## config.mk

```make
export PLATFORM = sky130hd
export DESIGN_NAME = boot_stream_loader
export DESIGN_NICKNAME = d
export VERILOG_FILES = /design/src/rtl/boot_stream_loader.sv
export SDC_FILE = /design/constraint.sdc
export NUM_CORES = 1
export LEC_CHECK = 0
export CORE_MARGIN = 5
export CORE_UTILIZATION = 40
export DETAILED_ROUTE_END_ITERATION = 7
export GPL_ROUTABILITY_DRIVEN = 0
export MAX_ROUTING_LAYER = met4
export SLEW_MARGIN = 20
export SYNTH_ARGS = -nofsm -noshare
export SYNTH_HDL_FRONTEND = slang
export SYNTH_SLANG_ARGS = --single-unit
```

## constraint.sdc

```tcl
create_clock -name i_clk -period 5.6 [get_ports i_clk]
set_input_delay 1.68 -clock i_clk [delete_from_list [all_inputs] [get_ports i_clk]]
set_output_delay 1.68 -clock i_clk [all_outputs]
set_load 0.02 [all_outputs]
```

## src/rtl/boot_stream_loader.sv

```systemverilog
// Boot stream loader: takes a length-prefixed byte stream and writes little-endian 32-bit words to a RAM port.
// Define LOADER_CHECKSUM_EN to add a trailing checksum byte that is checked after the payload.
module boot_stream_loader #(
  parameter int unsigned ADDR_W    = 12,
  parameter int unsigned BASE_ADDR = 0
) (
  input  logic              i_clk,
  input  logic              i_rst,
  input  logic [7:0]        i_data,
  input  logic              i_valid,
  output logic              o_ready,
  input  logic              i_restart,
  output logic [ADDR_W-1:0] o_mem_addr,
  output logic [31:0]       o_mem_data,
  output logic [3:0]        o_mem_we,
  output logic              o_busy,
  output logic              o_done,
  output logic              o_err
);

  localparam int unsigned       RW       = ADDR_W + 3;
  localparam logic [32:0]       MAX_LEN  = 33'(64'd4 << ADDR_W);
  localparam logic [ADDR_W-1:0] BASE     = ADDR_W'(BASE_ADDR);

`ifdef LOADER_CHECKSUM_EN
  typedef enum logic [2:0] {S_HDR, S_DATA, S_CSUM, S_DONE, S_ERR} state_t;
`else
  typedef enum logic [2:0] {S_HDR, S_DATA, S_DONE, S_ERR} state_t;
`endif

  state_t            state_q, state_d;
  logic [1:0]        hdr_cnt_q;
  logic [23:0]       len_q;
  logic [RW-1:0]     rem_q;
  logic [1:0]        lane_q;
  logic [23:0]       asm_q;
  logic [ADDR_W-1:0] addr_q;
  logic [31:0]       data_q;
  logic [3:0]        we_q;

  logic              accept;
  logic              last_byte;
  logic [31:0]       len_full;
  logic [31:0]       word_next;
  logic [3:0]        lane_mask;

`ifdef LOADER_CHECKSUM_EN
  logic [7:0]        sum_q;
  logic              csum_err_q;
  logic [7:0]        csum_total;
  assign csum_total = sum_q + i_data;
`endif

  assign accept    = i_valid & o_ready;
  assign last_byte = (rem_q == RW'(1));
  assign len_full  = {i_data, len_q};

  always_comb begin
    word_next = {8'h00, asm_q};
    word_next[8*lane_q +: 8] = i_data;
    lane_mask = 4'b0001;
    case (lane_q)
      2'd0: lane_mask = 4'b0001;
      2'd1: lane_mask = 4'b0011;
      2'd2: lane_mask = 4'b0111;
      2'd3: lane_mask = 4'b1111;
      default: lane_mask = 4'b0001;
    endcase
  end

  always_ff @(posedge i_clk or posedge i_rst) begin
    if (i_rst) state_q <= S_HDR;
    else       state_q <= state_d;
  end

  always_comb begin
    state_d = state_q;
    o_ready = 1'b0;
    o_busy  = 1'b0;
    case (state_q)
      S_HDR: begin
        o_ready = 1'b1;
        o_busy  = (hdr_cnt_q != 2'd0);
        if (accept && hdr_cnt_q == 2'd3) begin
          if (len_full == 32'd0) begin
`ifdef LOADER_CHECKSUM_EN
            state_d = S_CSUM;
`else
            state_d = S_DONE;
`endif
          end else if ({1'b0, len_full} > MAX_LEN) begin
            state_d = S_ERR;
          end else begin
            state_d = S_DATA;
          end
        end
      end
      S_DATA: begin
        o_ready = 1'b1;
        o_busy  = 1'b1;
        if (accept && last_byte) begin
`ifdef LOADER_CHECKSUM_EN
          state_d = S_CSUM;
`else
          state_d = S_DONE;
`endif
        end
      end
`ifdef LOADER_CHECKSUM_EN
      S_CSUM: begin
        o_ready = 1'b1;
        o_busy  = 1'b1;
        if (accept) state_d = S_DONE;
      end
`endif
      S_DONE, S_ERR: begin
        if (i_restart) state_d = S_HDR;
      end
      default: state_d = S_HDR;
    endcase
  end

  always_ff @(posedge i_clk or posedge i_rst) begin
    if (i_rst) begin
      hdr_cnt_q  <= '0;
      len_q      <= '0;
      rem_q      <= '0;
      lane_q     <= '0;
      asm_q      <= '0;
      addr_q     <= BASE;
      data_q     <= '0;
      we_q       <= '0;
`ifdef LOADER_CHECKSUM_EN
      sum_q      <= '0;
      csum_err_q <= 1'b0;
`endif
    end else begin
      we_q <= '0;
      // Address steps after each pulse so it names the pulsed word while we is high.
      if (we_q != 4'b0000) addr_q <= addr_q + ADDR_W'(1);
      case (state_q)
        S_HDR: begin
          if (accept) begin
            hdr_cnt_q <= hdr_cnt_q + 2'd1;
            len_q     <= {i_data, len_q[23:8]};
            if (hdr_cnt_q == 2'd3) begin
              rem_q  <= len_full[RW-1:0];
              lane_q <= '0;
              asm_q  <= '0;
            end
          end
        end
        S_DATA: begin
          if (accept) begin
            rem_q  <= rem_q - RW'(1);
            lane_q <= lane_q + 2'd1;
`ifdef LOADER_CHECKSUM_EN
            sum_q  <= csum_total;
`endif
            if (lane_q == 2'd3 || last_byte) begin
              data_q <= word_next;
              we_q   <= lane_mask;
              asm_q  <= '0;
            end else begin
              asm_q  <= word_next[23:0];
            end
          end
        end
`ifdef LOADER_CHECKSUM_EN
        S_CSUM: begin
          if (accept && csum_total != 8'h00) csum_err_q <= 1'b1;
        end
`endif
        S_DONE, S_ERR: begin
          if (i_restart) begin
            addr_q    <= BASE;
            hdr_cnt_q <= '0;
`ifdef LOADER_CHECKSUM_EN
            sum_q      <= '0;
            csum_err_q <= 1'b0;
`endif
          end
        end
        default: ;
      endcase
    end
  end

  assign o_mem_addr = addr_q;
  assign o_mem_data = data_q;
  assign o_mem_we   = we_q;
  assign o_done     = (state_q == S_DONE);
`ifdef LOADER_CHECKSUM_EN
  assign o_err      = (state_q == S_ERR) | csum_err_q;
`else
  assign o_err      = (state_q == S_ERR);
`endif

endmodule

```

==> results.txt, run 1 <==
----------------------------------------------------
[Synth]
  Yosys reg bits ... 117
  Asr flop ratio synth ... 1.00
  Area of the mapped netlist ... 5370 um^2
  Multiplexer fraction of the synthesized cell area ... 0.0503
  Part of the Yosys area used for sequential elements ... 0.545
  Area share of the largest cell type after synthesis ... 0.545
  Synthesized-area fraction occupied by xor and xnor cells ... 0.0114
  Dominant cell type by area after synthesis ... dfrtp_1
  Most used standard cell by instance count after synthesis ... dfrtp_1
  Simple-Gate Fraction of Synth Area ... 0.166
  Yosys synthesis warning count ... 0
  Net count after synthesis ... roughly 530
  Synth cell types ... 53
  Most used DFF post-synth ... dfrtp_1
  Fraction of the mapped netlist area in compound gates ... 0.162
  Arithmetic-cell share of the synthesized area counting full adders, half adders and majority gates ... 0.0233
  Number of enable-type register cells in the synthesized netlist ... 0
  Most area-consuming cells after synthesis ... dfrtp_1 (55%), nor2_1 (5.6%), mux2_2 (5.0%)
  Commonest cells post-synth ... dfrtp_1 (117), nor2_1 (80), nand2_1 (34)
  Dominant combinational cell family by area after synthesis ... simple AND/OR/NAND/NOR gates
  Avg Inst Size Synth ... 10.6 um^2
  Synth Instances ... 507

[Route]
  Detailed router's first-iteration violation count ... approximately 380
  Vias after detailed routing ... ~4200
  Detailed-route vias per instance ... about 5.6
  Aggregate routed wire length ... roughly 13000 um
  DRC violation count after routing ... 0
  First-pass iteration count of the detailed router ... 5
  Post-DR wirelength/cell ... 17.1 um
  DRT antenna net count ... 0

[Worst setup path]
  Max stage delay cell, worst path ... clkdlybuf4s50_1
  Crit path top cell by count ... nor4_1
  Critical Path AT ... 3770 ps
  CP max stage delay ... 660 ps
  Worst path required time ... slightly below 6000 ps
  Critical path endpoint category ... flip-flop
  Cell Chain, Critical Path ... clkdlybuf4s50_1, nor4_1, nand4_1, nor4_1, nor3b_1, o41ai_1
  Critical path fanouts, max ... 9
  Critical Path Source Type ... input pin
  Worst Path Class, Setup ... input pin to flip-flop

[Clocking]
  Clock network latency to the later pin of the worst-skew pair ... around 410 ps
  Post-cts hold buffer count ... 0
  TritonCTS clock tree ... yes
  Post-CTS Repair Setup Buffers ... 0
  Deepest clock path buffer count ... 2
  Root buffer cell ... clkbuf_16
  CTS Buf Count ... 17
  CTS H-tree depth ... 4
  Resized cells post-CTS ... 0
  CTS sink count ... roughly 120
  Clock Pin Slew Worst Setup and Hold Paths ... approximately 50 ps

[Timing]
  Final period utilization ... 0.625
  RSZ-0062 raised after global routing ... false
  Slew at the pin with the worst max-slew slack ... a little over 900 ps
  Clock Skews ... roughly 13 ps
  Final total negative setup slack ... 0 ps
  Final setup violation count ... 0
  Number of hold-slack violations in the final timing report ... 0
  Crit path time final ... roughly 3500 ps
  Worst slew margin relative to its limit ... 0.394
  Number of pins with negative max-slew slack in the final report ... 0
  Fmax ... about 290 MHz

[Placed design]
  Post-DP HPWL ... roughly 8400 um
  Instance area after placement ... ~6100 um^2
  Port buffer count ... 63

[Global routing]
  Met3 Track Usage GR ... 0.0419
  Wire length of the first global-routing pass ... roughly 21000 um
  Initial antenna violation count ... 0
  Maximum number of pins on one net before global-route repair ... just under 80
  GRT Total Usage ... 0.170
  Grt ovf ... 0
  Routing usage on met2 ... 0.247
  Met1 track utilization from global routing ... 0.231
  Vias in the first global route ... ~4000
  GRT Max-Usage Layer ... met2

[Die]
  Total number of placement rows ... 42
  Die ar. ... 15800 um^2
  Die height ... about 130 um
  Core region area ... between 10000 and 15000 um^2
  I/O Pins ... 64
  Initial standard-cell utilization of the core ... 0.407
  Die extent in x ... 126 um

[Min path]
  Tightest Hold Check Type ... flip-flop to flip-flop

[Pwr]
  Final Total Pwr ... approximately 3.3 mW
  Leakage power ... between 2 and 3 nW
  Power per cell area ... approximately 490 nW/um^2
  Max rail drop VDD ... between 0.0002 and 0.0003 V

[Final layout]
  Design area ... roughly 6700 um^2
  Share of layout cells above drive strength 1 ... 0.124
  Fill cell total of the finished layout ... 1191
  P&R area growth vs syn ... 24.1%
  Number of antenna repair diodes ... 0
  Nets ... just under 600

[Outcome]
  Result of the run ... completed

[Job]
  Number of max-cap violations ... 0

----------------------------------------------------
## layout by cell type, fill, tap and decap left out, types with 11 or more instances in the layout
master and count:
nand3_1 15, nor2_1 80, o21ai_0 19, mux2_2 24, clkbuf_16 17, dfrtp_1 117
nand2_1 34, a21oi_1 24, clkdlybuf4s50_1 63, inv_1 11, a221oi_1 24, a22o_1 25
## per-stage QoR
stage / hold WS (ps) / cells / utilization / worst slack [ps]
after floorplan: 466 / 507 / - / 819
after global placement: 467 / 718 / 0.462 / 1420
after detailed placement: 468 / 718 / 0.462 / 1310
after CTS: 480 / 749 / 0.505 / 1720
after global routing: 503 / 749 / 0.505 / 1970
final: 477 / 749 / 0.505 / 2100
## cells by family (layout without fill, tap and decap cells)
| kind of cell | after synthesis | in the layout |
|---|---|---|
| xor+xnor | 7 | 7 |
| fa+ha+maj | 10 | 10 |
| simple gates | 180 | 180 |
| compound gates | 121 | 121 |
| mux | 24 | 24 |
| flops | 117 | 117 |
| buf+inv | 48 | 114 |
## final timing paths
check	startpoint	end	slack, ps	depth (start not counted)
min reg2reg	o_mem_data[26]	o_mem_data[26]	480	2
max in group asynchronous	i_rst	asm_q[14]	3050	3
min	o_mem_data[26]	o_mem_data[26]	480	2
max	i_data[0]	state_q[0]	2100	6
max reg2reg	lane_q[0]	asm_q[3]	2900	6
min in group asynchronous	i_rst	asm_q[0]	1790	2
## layout make-up
cell class              count  area (um^2)  area share
clock buffers              22          484      0.0727
clock inverters             9         77.6      0.0116
inverters                  15         61.3     0.00920
multi-input cells         342         2220       0.334
flip-flops and latches    117         2930       0.439
well taps                 176          220      0.0330
repair buffers             68          668       0.100
## registers in the layout, indices dropped and copies added, names as in the netlist
register	flops
o_mem_data	32
lane_q	2
asm_q	24
o_mem_addr	12
rem_q	15
state_q	2
o_mem_we	4
len_q	24
hdr_cnt_q	2
## where the power goes
group	internal, mW	switching, mW	leakage, nW	total [mW]
clock network	0.649	0.369	0.274	1.02
registers	1.08	0.239	1.54	1.32
logic	0.437	0.505	1.07	0.942
## per-layer routing
| layer | vias up | share of wire | wire length, um |
|---|---|---|---|
| li1 | 1946 | - | - |
| met1 | 2086 | 0.47 | 6050 |
| met2 | 123 | 0.47 | 5980 |
| met5 | - | 0 | 0 |
| met3 | 12 | 0.049 | 625 |
| met4 | 0 | 0.014 | 182 |
## worst max-delay path: cells and delay by family
| family | cells | cell delay [ps] |
|---|---|---|
| AOI/OAI and AO/OA | 1 | 100 |
| buffers and inverters | 1 | 660 |
| and+or+nand+nor | 4 | 1330 |
Power figures use the tool's default switching activity.
==> run 2, diff against run 1 <==
- clock period: 5.6 -> 3.4 ns (I/O delays scaled with it)
==> results.txt, run 2 (same netlist as run 1, synthesis figures left out) <==
----------------------------------------------------
[Worst setup path]
  Critical Path AT ... 1840 ps (was 3770 ps)
  Count of buffering cells on the critical path with inverters included ... 2 (was 1)
  Slack of the worst reg-to-reg path ... 980 ps (was 2900 ps)
  Max stage delay cell, worst path ... clkdlybuf4s50_1 (unchanged)
  Largest delay contributor family on the critical path ... buffers and inverters (was simple AND/OR/NAND/NOR gates)
  Critical path endpoint category ... output pin (was flip-flop)
  CP max stage delay ... 610 ps (was 660 ps)
  Critical Path Source Type ... flip-flop (was input pin)
  Critical path fanouts, max ... 9 (unchanged)
  Cell Chain, Critical Path ... inv_1, nor2_1, clkdlybuf4s50_1 (was clkdlybuf4s50_1, nor4_1, nand4_1, nor4_1, nor3b_1, o41ai_1)
  Worst Path Class, Setup ... flip-flop to output pin (was input pin to flip-flop)
  Startpoint of the worst setup timing path ... state_q[1] (was i_data[0])
  Worst flop-to-flop path startpoint ... lane_q[0] (unchanged)
  Worst path required time ... 2380 ps (was 5870 ps)

[Clocking]
  Deepest clock path buffer count ... 2 (unchanged)
  Post-CTS Repair Setup Buffers ... 0 (unchanged)
  CTS H-tree depth ... 4 (unchanged)
  Clock Pin Slew Worst Setup and Hold Paths ... 50 ps (about the same)
  TritonCTS clock tree ... yes (unchanged)
  Clock network latency to the later pin of the worst-skew pair ... 410 ps (about the same)
  CTS sink count ... 117 (unchanged)
  Root buffer cell ... clkbuf_16 (unchanged)
  CTS Buf Count ... 17 (unchanged)
  Resized cells post-CTS ... 0 (unchanged)
  Post-cts hold buffer count ... 0 (unchanged)

[Route]
  Vias after detailed routing ... 4243 (was 4167)
  Detailed router's first-iteration violation count ... 333 (was 382)
  Aggregate routed wire length ... 13100 um (was 12800 um)
  First-pass iteration count of the detailed router ... 5 (unchanged)
  Post-DR wirelength/cell ... 17.2 um (was 17.1 um)
  DRT antenna net count ... 0 (unchanged)
  Detailed-route vias per instance ... 5.58 (was 5.56)
  DRC violation count after routing ... 0 (unchanged)

[Pwr]
  Final Total Pwr ... 5.65 mW (was 3.28 mW)
  Leakage power ... 2.98 nW (was 2.88 nW)
  Power per cell area ... 825 nW/um^2 (was 492 nW/um^2)
  Max rail drop VDD ... 0.000421 V (was 0.000270 V)

[Final layout]
  Nets ... 594 (was 583)
  Commonest non-fill, non-tap cells in the layout ... dfrtp_1 (117), nor2_1 (80), clkdlybuf4s50_1 (63) (unchanged)
  Utilization after layout ... 0.519 (was 0.505)
  Area used by multi-input combinational logic ... 2220 um^2 (unchanged)
  Share of layout cells above drive strength 1 ... 0.140 (was 0.124)
  Fill cell total of the finished layout ... 1159 (was 1191)
  Number of antenna repair diodes ... 0 (unchanged)
  P&R area growth vs syn ... 27.4% (was 24.1%)
  Most common library cell in the layout ignoring fill and taps ... dfrtp_1 (unchanged)
  Register area ... 2930 um^2 (unchanged)
  Flip-flop count of the largest register, all copies and words added ... 32 (unchanged)

[Global routing]
  Maximum number of pins on one net before global-route repair ... 48 (was 79)
  Initial antenna violation count ... 0 (unchanged)
  GRT Total Usage ... 0.177 (was 0.170)
  Vias in the first global route ... 4301 (was 3966)
  Grt ovf ... 0 (unchanged)
  Wire length of the first global-routing pass ... 22100 um (was 21100 um)

[Die]
  Total number of placement rows ... 42 (unchanged)
  Die height ... 126 um (unchanged)
  Die ar. ... 15800 um^2 (unchanged)
  Die extent in x ... 126 um (unchanged)
  Core region area ... 13200 um^2 (unchanged)
  I/O Pins ... 64 (unchanged)
  Initial standard-cell utilization of the core ... 0.407 (unchanged)

[Placed design]
  Port buffer count ... 63 (unchanged)
  Post-DP HPWL ... 8900 um (was 8430 um)

[Job]
  Number of max-cap violations ... 0 (unchanged)

[Timing]
  Number of hold-slack violations in the final timing report ... 0 (unchanged)
  RSZ-0062 raised after global routing ... false (unchanged)
  Fmax ... 349 MHz
  Crit path time final ... approximately 2900 ps
  Final period utilization ... 0.842
  Worst slew margin relative to its limit ... 0.394 (about the same)
  Slew at the pin with the worst max-slew slack ... 909 ps (about the same)
  Final setup violation count ... 0 (unchanged)
  Clock Skews ... 6.02 ps (was 12.6 ps)
  Final total negative setup slack ... 0 ps (unchanged)
  Number of pins with negative max-slew slack in the final report ... 0 (unchanged)

[Outcome]
  Result of the run ... completed (unchanged)

[Min path]
  Tightest Hold Check Type ... flip-flop to flip-flop (unchanged)
  Start point of the worst hold path ... o_mem_data[25] (was o_mem_data[26])

----------------------------------------------------
## run 2: cell count changes in the layout (fill, tap and decap cells not counted)
cell,previous run,this run
clkinvlp_4,3,1
or2_2,1,0
buf_12,0,2
clkinv_2,5,6
inv_6,1,0
buf_4,5,14
or2_1,0,1
bufinv_16,1,4
## run 2: worst paths after layout
path | end | depth (start not counted)
max reg2reg | asm_q[17] | 7
min in group asynchronous | o_mem_addr[9] | 2
max | o_done | 3
min | o_mem_data[25] | 2
min reg2reg | o_mem_data[25] | 2
max in group asynchronous | len_q[11] | 3
## run 2: through the flow
stage,std cells,instance area [um^2],worst slack [ps],hold WS [ps]
global route,761,6840,412,514
global placement,729,6210,552,464
detailed placement,729,6210,492,464
finish,761,6840,536,471
floorplan,507,5380,953,466
CTS,761,6840,515,477
## run 2: cell type report
cell class	instances	area share
clock inverter	10	0.0219
multi-input combinational	342	0.325
tap	176	0.0322
clock buffer	22	0.0708
sequential	117	0.428
inverter	15	0.00878
timing repair buffer	79	0.113
## run 2: report_power, final
group | total, mW | internal, mW | switching, mW
Combinational | 1.58 | 0.739 | 0.839
Sequential | 2.17 | 1.78 | 0.394
Clock | 1.90 | 1.29 | 0.601
Total | 5.65 | 3.81 | 1.83
## run 2: per-layer routing
metal | global-route usage | routed length (um)
met1 | 0.230 | 5830
met3 | 0.0419 | 675
met2 | 0.262 | 6240
met5 | - | 0
met4 | 0.0864 | 322
## run 2: tightest hold or removal path, delay by kind of cell, from the launching register on
family / cells / cell delay, ps
flip-flops: 1 / 340
AND/OR/NAND/NOR: 2 / 100
==> run 3, diff against run 2 <==
- clock period: 3.4 -> 2.6 ns (I/O delays scaled with it)
==> results.txt, run 3 (same netlist as run 1, synthesis figures left out) <==
----------------------------------------------------
[Clocking]
  Clock network latency to the later pin of the worst-skew pair ... 420 ps (was 410 ps)
  Clock Pin Slew Worst Setup and Hold Paths ... 60 ps (was 50 ps)
  CTS Buf Count ... 17 (unchanged)
  Root buffer cell ... clkbuf_16 (unchanged)
  CTS sink count ... 117 (unchanged)
  CTS H-tree depth ... 4 (unchanged)
  TritonCTS clock tree ... yes (unchanged)
  Deepest clock path buffer count ... 2 (unchanged)

[Route]
  First-pass iteration count of the detailed router ... 4 (was 5)
  DRT antenna net count ... 0 (unchanged)
  Post-DR wirelength/cell ... 17.1 um (was 17.2 um)
  Detailed-route vias per instance ... 5.52 (was 5.58)
  DRC violation count after routing ... 0 (unchanged)
  Aggregate routed wire length ... 13200 um (was 13100 um)
  Vias after detailed routing ... 4266 (was 4243)
  Detailed router's first-iteration violation count ... 398 (was 333)

[Worst setup path]
  Largest delay contributor family on the critical path ... buffers and inverters (unchanged)
  Critical Path Source Type ... flip-flop (unchanged)
  Worst Path Class, Setup ... flip-flop to output pin (unchanged)
  Critical path fanouts, max ... 6 (was 9)
  Max stage delay cell, worst path ... clkdlybuf4s50_1 (unchanged)
  Critical Path AT ... 1670 ps (was 1840 ps)
  Count of buffering cells on the critical path with inverters included ... 2 (unchanged)
  Critical path endpoint category ... output pin (unchanged)
  Worst path required time ... 1820 ps (was 2380 ps)
  Cell Chain, Critical Path ... inv_1, nor2_1, clkdlybuf4s50_1 (unchanged)
  CP max stage delay ... 610 ps (about the same)

[Timing]
  Fmax ... 407 MHz
  RSZ-0062 raised after global routing ... false (unchanged)
  Worst slew margin relative to its limit ... 0.490 (was 0.394)
  Crit path time final ... around 2500 ps
  Final total negative setup slack ... 0 ps (unchanged)
  Slew at the pin with the worst max-slew slack ... 765 ps (was 909 ps)
  Number of hold-slack violations in the final timing report ... 0 (unchanged)
  Final setup violation count ... 0 (unchanged)
  Number of pins with negative max-slew slack in the final report ... 0 (unchanged)
  Clock Skews ... 7.60 ps (was 6.02 ps)
  Final period utilization ... 0.944

[Global routing]
  GRT Total Usage ... 0.180 (was 0.177)
  Vias in the first global route ... 4192 (was 4301)
  Maximum number of pins on one net before global-route repair ... 47 (was 48)
  Wire length of the first global-routing pass ... 22100 um (about the same)
  Grt ovf ... 0 (unchanged)
  Initial antenna violation count ... 0 (unchanged)

[Final layout]
  Final non-filler cell total ... 773 (was 761)
  Share of layout cells above drive strength 1 ... 0.157 (was 0.140)
  Most common library cell in the layout ignoring fill and taps ... dfrtp_1 (unchanged)
  Flip-flop count of the largest register, all copies and words added ... 32 (unchanged)
  Nets ... 606 (was 594)
  P&R area growth vs syn ... 30.2% (was 27.4%)
  Number of antenna repair diodes ... 0 (unchanged)
  Commonest non-fill, non-tap cells in the layout ... dfrtp_1 (117), nor2_1 (80), clkdlybuf4s50_1 (62) (was dfrtp_1 (117), nor2_1 (80), clkdlybuf4s50_1 (63))

[Placed design]
  Number of placed instances, taps included ... 741 (was 729)
  Port buffer count ... 63 (unchanged)
  Post-DP HPWL ... 9050 um (was 8900 um)

[Min path]
  Tightest Hold Check Type ... flip-flop to flip-flop (unchanged)

[Pwr]
  Max rail drop VDD ... 0.000643 V (was 0.000421 V)
  Power per cell area ... 1080 nW/um^2 (was 825 nW/um^2)
  Leakage power ... 3.07 nW (was 2.98 nW)

[Die]
  Initial standard-cell utilization of the core ... 0.407 (unchanged)
  Core region area ... 13200 um^2 (unchanged)
  Die extent in x ... 126 um (unchanged)
  Die ar. ... 15800 um^2 (unchanged)
  I/O Pins ... 64 (unchanged)
  Total number of placement rows ... 42 (unchanged)
  Die height ... 126 um (unchanged)

[Job]
  Number of max-cap violations ... 0 (unchanged)

[Outcome]
  Result of the run ... completed (unchanged)

----------------------------------------------------
run 3: timing repair:
item | CTS | global route
buffers inserted | 0 | 0
endpoints found under the setup margin | 0 | 1
hold buffers | 0 | 0
resized for setup | 0 | 1
run 3: where the power goes:
group | internal [mW] | total [mW] | switching (mW)
registers | 2.33 | 2.83 | 0.505
logic | 1.03 | 2.16 | 1.13
clock network | 1.75 | 2.55 | 0.796
total | 5.10 | 7.54 | 2.43
run 3: layout make-up:
class	count	area [um^2]
Sequential cell	117	2930
Tap cell	176	220
Clock inverter	8	143
Inverter	15	60.1
Timing Repair Buffer	91	906
Multi-Input combinational cell	342	2220
Fill cell	1156	6200
Clock buffer	24	512
run 3: final timing paths:
check | start | to | slack (ps) | cells after the start
setup / recovery | state_q[1] | o_done | 150 | 3
hold / removal | o_mem_data[26] | o_mem_data[26] | 460 | 2
setup reg to reg | lane_q[0] | asm_q[0] | 370 | 6
min in group asynchronous | i_rst | o_mem_data[22] | 700 | 2
hold reg to reg | o_mem_data[26] | o_mem_data[26] | 460 | 2
max in group asynchronous | i_rst | o_mem_data[31] | 1350 | 3
run 3: metal layers:
layer	vias up	track usage	wire [um]
met5	-	-	0
met4	0	0.0719	270
met3	23	0.0428	690
met2	120	0.273	6300
met1	2123	0.233	5980
li1	2000	-	-
run 3: worst register-to-register path, delay by kind of cell, from the launching register on:
family | cells | cell delay (ps)
buffers and inverters | 2 | 400
and+or+nand+nor | 2 | 850
DFF | 1 | 480
adders and majority gates | 1 | 190
AOI/OAI and AO/OA | 1 | 240
run 3: metrics by stage:
| stage | util | total power [mW] | hold slack (ps) | worst slack [ps] | instance area [um^2] |
|---|---|---|---|---|---|
| floorplan | - | 4.17 | 466 | 393 | 5380 |
| global placement | 0.480 | 4.95 | 457 | 143 | 6340 |
| detailed placement | 0.480 | 5.02 | 455 | 93.9 | 6340 |
| CTS | 0.530 | 7.59 | 466 | 14.6 | 6990 |
| global route | 0.530 | 7.96 | 497 | 4.71 | 6990 |
| finish | 0.530 | 7.54 | 461 | 145 | 6990 |
